<file path="src/rtl/vec_dispatch_scheduler.sv">
// vec_dispatch_scheduler: issue scheduler for the vector coprocessor.
// Accepts decoded vector ops, stalls on RAW/WAW against a registered
// scoreboard of pending VRF writes, dispatches to the LSU or EXEC unit,
// arbitrates the single VRF write port between completions and reports
// each retired op on one result handshake.
// Optional build macro: VSCHED_INORDER_EN (retire strictly in accept order).

// Per-unit issue FSM plus the op fields latched at accept.
module vec_dispatch_unit #(
    parameter int VA         = 4,
    parameter int X_ID_WIDTH = 4
) (
    input  logic                  clk_i,
    input  logic                  rst_ni,
    input  logic                  accept_i,
    input  logic                  done_i,
    input  logic                  grant_i,
    input  logic [X_ID_WIDTH-1:0] id_i,
    input  logic [VA-1:0]         vd_i,
    input  logic                  we_i,
    output logic                  idle_o,
    output logic                  start_o,
    output logic                  done_st_o,
    output logic [X_ID_WIDTH-1:0] id_o,
    output logic [VA-1:0]         vd_o,
    output logic                  we_o
);

    typedef enum logic [1:0] {ST_IDLE, ST_START, ST_RUN, ST_DONE} state_e;

    state_e state_q, state_d;

    // State register
    always_ff @(posedge clk_i or negedge rst_ni) begin
        if (!rst_ni) state_q <= ST_IDLE;
        else         state_q <= state_d;
    end

    // Next state; done_i only matters while the unit is running
    always_comb begin
        state_d = state_q;
        case (state_q)
            ST_IDLE:  if (accept_i) state_d = ST_START;
            ST_START: state_d = ST_RUN;
            ST_RUN:   if (done_i) state_d = ST_DONE;
            ST_DONE:  if (grant_i) state_d = ST_IDLE;
            default:  state_d = ST_IDLE;
        endcase
    end

    // Capture the op's identity at accept; held until the next accept
    always_ff @(posedge clk_i or negedge rst_ni) begin
        if (!rst_ni) begin
            id_o <= '0;
            vd_o <= '0;
            we_o <= 1'b0;
        end else if (accept_i) begin
            id_o <= id_i;
            vd_o <= vd_i;
            we_o <= we_i;
        end
    end

    assign idle_o    = (state_q == ST_IDLE);
    assign start_o   = (state_q == ST_START);
    assign done_st_o = (state_q == ST_DONE);

endmodule

module vec_dispatch_scheduler #(
    parameter int NUM_VREGS  = 16,
    parameter int X_ID_WIDTH = 4,
    localparam int VA        = $clog2(NUM_VREGS)
) (
    input  logic                  clk_i,
    input  logic                  rst_ni,
    input  logic                  op_valid_i,
    output logic                  op_ready_o,
    input  logic                  op_unit_i,
    input  logic [VA-1:0]         op_src_a_i,
    input  logic [VA-1:0]         op_src_b_i,
    input  logic                  op_src_a_en_i,
    input  logic                  op_src_b_en_i,
    input  logic [VA-1:0]         op_vd_i,
    input  logic                  op_we_i,
    input  logic [X_ID_WIDTH-1:0] op_id_i,
    output logic                  lsu_start_o,
    output logic                  exec_start_o,
    input  logic                  lsu_done_i,
    input  logic                  exec_done_i,
    output logic                  vrf_we_o,
    output logic [VA-1:0]         vrf_waddr_o,
    output logic                  vrf_wsel_o,
    output logic                  result_valid_o,
    input  logic                  result_ready_i,
    output logic [X_ID_WIDTH-1:0] result_id_o,
    output logic [NUM_VREGS-1:0]  sb_o,
    output logic                  busy_o
);

    localparam int NUM_UNITS = 2;  // index 0 = LSU, 1 = EXEC

    logic [NUM_UNITS-1:0]                 unit_idle, unit_start, unit_done_st;
    logic [NUM_UNITS-1:0]                 unit_acc, unit_elig, unit_gnt, unit_done_in;
    logic [NUM_UNITS-1:0][X_ID_WIDTH-1:0] unit_id;
    logic [NUM_UNITS-1:0][VA-1:0]         unit_vd;
    logic [NUM_UNITS-1:0]                 unit_we;

    logic [NUM_VREGS-1:0]  sb_q, sb_set, sb_clr;
    logic                  hazard, accept, res_free, gnt_any, gsel;
    logic                  result_valid_q;
    logic [X_ID_WIDTH-1:0] result_id_q;

    assign unit_done_in = {exec_done_i, lsu_done_i};

    // Two identical, independent execution-unit trackers
    for (genvar g = 0; g < NUM_UNITS; g++) begin : g_unit
        vec_dispatch_unit #(
            .VA         (VA),
            .X_ID_WIDTH (X_ID_WIDTH)
        ) u_unit (
            .clk_i     (clk_i),
            .rst_ni    (rst_ni),
            .accept_i  (unit_acc[g]),
            .done_i    (unit_done_in[g]),
            .grant_i   (unit_gnt[g]),
            .id_i      (op_id_i),
            .vd_i      (op_vd_i),
            .we_i      (op_we_i),
            .idle_o    (unit_idle[g]),
            .start_o   (unit_start[g]),
            .done_st_o (unit_done_st[g]),
            .id_o      (unit_id[g]),
            .vd_o      (unit_vd[g]),
            .we_o      (unit_we[g])
        );
    end

    // RAW/WAW check against the registered scoreboard only (no bypass)
    always_comb begin
        hazard = 1'b0;
        if (op_src_a_en_i && sb_q[op_src_a_i]) hazard = 1'b1;
        if (op_src_b_en_i && sb_q[op_src_b_i]) hazard = 1'b1;
        if (op_we_i && sb_q[op_vd_i])          hazard = 1'b1;
    end

    assign op_ready_o  = unit_idle[op_unit_i] && !hazard;
    assign accept      = op_valid_i && op_ready_o;
    assign unit_acc[0] = accept && !op_unit_i;
    assign unit_acc[1] = accept && op_unit_i;

    // A unit may retire only if the result slot is empty or draining now
    assign res_free = !result_valid_q || result_ready_i;

`ifdef VSCHED_INORDER_EN
    logic age_q;  // index of the older busy unit

    // The younger unit waits in DONE while the older one is still busy
    always_comb begin
        unit_elig[0] = unit_done_st[0] && res_free && !(!unit_idle[1] && age_q != 1'b0);
        unit_elig[1] = unit_done_st[1] && res_free && !(!unit_idle[0] && age_q != 1'b1);
        unit_gnt     = unit_elig;
    end

    // The new op is younger only if the other unit stays busy past this edge
    always_ff @(posedge clk_i or negedge rst_ni) begin
        if (!rst_ni) begin
            age_q <= 1'b0;
        end else if (unit_acc[0]) begin
            age_q <= (!unit_idle[1] && !unit_gnt[1]) ? 1'b1 : 1'b0;
        end else if (unit_acc[1]) begin
            age_q <= (!unit_idle[0] && !unit_gnt[0]) ? 1'b0 : 1'b1;
        end
    end
`else
    logic rr_ptr_q;  // unit favoured on the next tie

    // Completion order, round-robin only when both units contend
    always_comb begin
        unit_elig[0] = unit_done_st[0] && res_free;
        unit_elig[1] = unit_done_st[1] && res_free;
        unit_gnt[0]  = unit_elig[0] && (!unit_elig[1] || !rr_ptr_q);
        unit_gnt[1]  = unit_elig[1] && (!unit_elig[0] || rr_ptr_q);
    end

    // Pointer moves off the winner only after a contended grant
    always_ff @(posedge clk_i or negedge rst_ni) begin
        if (!rst_ni)                        rr_ptr_q <= 1'b0;
        else if (unit_elig[0] && unit_elig[1]) rr_ptr_q <= !rr_ptr_q;
    end
`endif

    assign gnt_any     = |unit_gnt;
    assign gsel        = unit_gnt[1];
    assign vrf_we_o    = gnt_any && unit_we[gsel];
    assign vrf_waddr_o = gnt_any ? unit_vd[gsel] : '0;
    assign vrf_wsel_o  = gsel;

    // Scoreboard set/clear masks; WAW stall keeps them disjoint
    always_comb begin
        sb_set = '0;
        sb_clr = '0;
        if (accept && op_we_i) sb_set[op_vd_i]     = 1'b1;
        if (vrf_we_o)          sb_clr[vrf_waddr_o] = 1'b1;
    end

    // Scoreboard register
    always_ff @(posedge clk_i or negedge rst_ni) begin
        if (!rst_ni) sb_q <= '0;
        else         sb_q <= (sb_q & ~sb_clr) | sb_set;
    end

    // Result slot: loaded on retire, held until the consumer takes it
    always_ff @(posedge clk_i or negedge rst_ni) begin
        if (!rst_ni) begin
            result_valid_q <= 1'b0;
            result_id_q    <= '0;
        end else if (gnt_any) begin
            result_valid_q <= 1'b1;
            result_id_q    <= unit_id[gsel];
        end else if (result_ready_i) begin
            result_valid_q <= 1'b0;
        end
    end

    assign lsu_start_o    = unit_start[0];
    assign exec_start_o   = unit_start[1];
    assign result_valid_o = result_valid_q;
    assign result_id_o    = result_id_q;
    assign sb_o           = sb_q;
    assign busy_o         = !(&unit_idle) || result_valid_q;

endmodule

</file>
<file path="config.mk">
export PLATFORM = sky130hd
export DESIGN_NAME = vec_dispatch_scheduler
export DESIGN_NICKNAME = d
export VERILOG_FILES = /design/src/rtl/vec_dispatch_scheduler.sv
export SDC_FILE = /design/constraint.sdc
export NUM_CORES = 1
export LEC_CHECK = 0
export CAP_MARGIN = 10
export CORE_ASPECT_RATIO = 0.8
export CORE_MARGIN = 2
export CORE_UTILIZATION = 47
export DETAILED_ROUTE_END_ITERATION = 10
export PLACE_DENSITY = 0.76
export SYNTH_ARGS = -nofsm -noshare
export SYNTH_HDL_FRONTEND = slang
export SYNTH_HIERARCHICAL = 1
export SYNTH_SLANG_ARGS = --single-unit
</file>
<file path="constraint.sdc">
create_clock -name clk_i -period 3.1 [get_ports clk_i]
set_clock_uncertainty 0.1 [all_clocks]
set_input_delay 0.93 -clock clk_i [delete_from_list [all_inputs] [get_ports clk_i]]
set_output_delay 0.93 -clock clk_i [all_outputs]
set_load 0.05 [all_outputs]
</file>
==> impl_metrics.csv <==
group,metric,value,unit
finish,final_cell_area,0.00442,mm2
critical_path,arrival,2.21,ns
floorplan,dieArea,0.00708,mm2
floorplan,fp-row-count,26,
cts,cts.sinks,44,
power,p_int,2.26,mW
critical_path,crit_path_end_kind,"output pin",
critical_path,path_cells,"clkdlybuf4s50_1 -> mux2i_1 -> a31oi_2 -> nand3_4 -> nor2_4 -> buf_12",
critical_path,worstSetupPathType,"in -> out",
synth,synth_area_leader_cell,"dfrtp_1",
power,clockPowerShare,10.6,%
routing,ant_nets,0,
hold_path,hold_class,"reg -> reg",
critical_path,reg2reg_from,"sb_o[5]$_DFF_PN0_",
sta,setup_viol,3,
cts,cts-buffers-inserted,5,
power,seqPwrFrac,26.2,%
cts,clkTransAtPathRegs,0.10,ns
global_route,grt.overflow.total,0,
critical_path,cp.required,2.07,ns
routing,drt_wl_total,9670,um
floorplan,io-pin-count,57,
critical_path,reg2reg_depth,10,
synth,syn_nets,349,
hold_path,worstHoldEndpoint,"g_unit[0].u_unit/id_o[2]$_DFFE_PN0P_",
routing,drc,0,
sta,period_needed,3.24,ns
critical_path,r2r_slack,0.22,ns
run_status,status,"complete, but fails checks",
global_route,track_usage,28.1,%
synth,ys_ff_latch,44,
finish,nets,451,
floorplan,die_h,75.7,um
placed_design,place_inst,481,
floorplan,die_w,93.6,um
critical_path,r2r_end,"g_unit[0].u_unit/state_q[1]$_DFFE_PN0P_",
power,vdd_drop_max,0.615,mV
power,power.leakage,1.88,nW
finish,num_antenna_cells,0,
sta,grt_setup_unrepaired,"true",
finish,multiInputGateArea,0.00194,mm2
sta,timing.hold.ws,0.422,ns
power,netSwitchingPower,2.14,mW
sta,maxClockFrequency,309,MHz
sta,worstMarginPinSlew,0.637,ns
placed_design,port_buffers,56,
run_status,violations,"setup timing",
synth,synth_area,0.00302,mm2
synth,seq_area_frac_synth,36.5,%
synth,yosys_warnings,6,
global_route,grt_pass1_vias,2991,
power,swShare,48.6,%
critical_path,path_buf_inv,2,
hold_path,hp-start,"g_unit[0].u_unit/id_o[2]$_DFFE_PN0P_",
finish,final-seq-area,0.00110,mm2
sta,fin_crit_sh,105,%
synth,synth_edf_count,0,
placed_design,dpl_cell_area,0.00408,mm2
cts,tritoncts,"yes",
job,max-cap-violations,0,
routing,avgRoutedWirePerCell,19.3,um
global_route,grt_max_degree,29,
placed_design,place_hpwl,6870,um
cts,clk_path_buf_depth,2,
finish,fill_cells,476,
synth,yosys.area.top_type_share,36.5,%
synth,netlist_top_cells_area,"dfrtp_1 (36%), mux2_2 (6.7%), mux2i_1 (5.6%)",
routing,dr.pass1.iters,6,
routing,vias_per_cell,6.11,
synth,ys_top_cells_by_count,"dfrtp_1 (44), nand2_1 (31), o21ai_0 (21), nand3_1 (19), mux2_2 (18)",
synth,synth_most_common_cell,"dfrtp_1",
synth,syn_inst,313,
cts,clk_latency,0.31,ns
sta,finalHoldViolCount,0,
critical_path,crit_slowest_cell,"clkdlybuf4s50_1",
critical_path,worstPathMaxFanout,2,
finish,syn_to_final_growth,46.5,%
cts,ctsHtreeMaxLevel,2,
sta,slew_violations,0,
floorplan,core_area,0.00631,mm2
placed_design,place_ws,-0.756,ns
synth,async_reset_ff_share,100,%
power,pwr-share-comb,63.3,%
placed_design,gp_congestion,0.986,
synth,synth.distinct_cells,47,
cts,root_buffer,"clkbuf_8",
critical_path,cpPeakStageDelay,0.52,ns
finish,drive_above_1_share,34.4,%
global_route,antenna_found_initial,0,
power,power_density,994,mW/mm2
routing,vias,3056,
hold_path,whs_path_depth,1,
critical_path,crit_family,"buffers and inverters",
sta,slew_headroom,57.4,%
floorplan,start_util,47.8,%
routing,first_iter_violations,368,
global_route,grt_pass1_wl,15200,um
finish,final_cells,500,
critical_path,start_kind,"input pin",
synth,syn_area_per_cell,9.64,um2
synth,synthFlopType,"dfrtp_1",
sta,worst_slack,-0.140,ns
-- through the flow --
stage / power [mW] / TNS (ns) / utilization [%]
floorplan: 2.68 / -0.821 / -
global placement: 3.57 / -12.78 / 64.7
detailed placement: 3.65 / -14.19 / 64.7
CTS: 4.31 / -0.117 / 69.7
global route: 4.61 / -0.294 / 70.0
finish: 4.39 / -0.189 / 70.0
-- layer usage --
layer | up-vias | GRT usage, % | part of all wire (%)
li1 | 1359 | - | -
met1 | 1439 | 39.5 | 43
met2 | 216 | 46.0 | 45
met3 | 42 | 4.25 | 8.6
met4 | 0 | 7.89 | 2.6
met5 | - | 0 | 0
-- logic make-up after synthesis --
| kind of cell | share of synthesized area (%) |
|---|---|
| AOI/OAI and AO/OA | 18.1 |
| xor gates and xnor gates | 0.290 |
| adders and majority gates | 4.15 |
| buffers and inverters | 6.22 |
| DFF | 36.5 |
| muxes | 16.3 |
| and+or+nand+nor | 18.4 |
-- sequential cells by signal, indices dropped and copies added (netlist names) --
register / flops
g_unit.u_unit/id_o: 8
g_unit.u_unit/state_q: 4
g_unit.u_unit/vd_o: 8
g_unit.u_unit/we_o: 2
result_id_o: 4
result_valid_o: 1
rr_ptr_q: 1
sb_o: 16
-- worst max-delay path by stage --
| stage | startpoint | endpoint | slack [ns] | cells after the start |
|---|---|---|---|---|
| detailed placement | op_src_b_i[0] | g_unit[1].u_unit/state_q[1]$_DFFE_PN0P_ | -0.76 | 9 |
| finish | op_unit_i | op_ready_o | -0.14 | 6 |
| global route | op_src_b_i[0] | op_ready_o | -0.15 | 6 |
| floorplan | op_src_b_i[0] | op_ready_o | -0.28 | 6 |
| CTS | op_src_b_i[0] | op_ready_o | -0.12 | 6 |
| global placement | op_src_b_i[0] | op_ready_o | -0.69 | 6 |
-- repair_timing --
item                                   in CTS  in global routing
hold buffers                                0                  0
buffers inserted                           10                  1
resized for setup                          59                  9
setup endpoints to repair                  29                  5
endpoints found under the hold margin       0                  0
cloned                                      1                  0
pin swaps                                  17                  5
-- power groups by stage --
stage / Clock (mW) / Sequential, mW / Combinational (mW)
5_1_grt: 0.492 / 1.18 / 2.94
3_3_place_gp: 0 / 1.10 / 2.47
6_report: 0.465 / 1.15 / 2.78
3_5_place_dp: 0 / 1.12 / 2.53
4_1_cts: 0.463 / 1.13 / 2.71
2_1_floorplan: 0 / 1.40 / 1.29
-- cell type report --
type                            count  area share [%]
Timing Repair Buffer              111            24.4
Multi-Input combinational cell    235            43.9
Sequential cell                    44            24.9
Timing Repair inverter              1           0.170
Inverter                           17            1.61
Tap cell                           84            2.38
Clock inverter                      3            1.05
Clock buffer                        5            1.56
-- cell usage in the layout, fill, tap and decap left out, types with 3 or more instances in the layout --
| cell type | instances |
|---|---|
| mux2_2 | 18 |
| mux2i_1 | 16 |
| nand3_1 | 17 |
| o21ai_1 | 6 |
| dlygate4sd2_1 | 4 |
| nor2b_1 | 6 |
| nand3_4 | 3 |
| ha_1 | 10 |
| nand2_4 | 5 |
| o31ai_1 | 10 |
| nand2_2 | 3 |
| nand4_1 | 4 |
| nand2b_1 | 4 |
| nand2_1 | 24 |
| and3_1 | 3 |
| a21oi_1 | 5 |
| a31oi_1 | 8 |
| o21ai_0 | 20 |
| nor2_1 | 9 |
| a311oi_1 | 3 |
| inv_2 | 3 |
| clkbuf_8 | 5 |
| inv_1 | 13 |
| nand3b_1 | 4 |
| dfrtp_1 | 44 |
| nor4_1 | 7 |
| a21oi_4 | 5 |
| buf_4 | 50 |
| buf_12 | 10 |
| o31ai_2 | 3 |
| clkdlybuf4s50_1 | 36 |
| mux4_2 | 4 |
| a22oi_1 | 4 |
(Power assumes the default switching activity.)
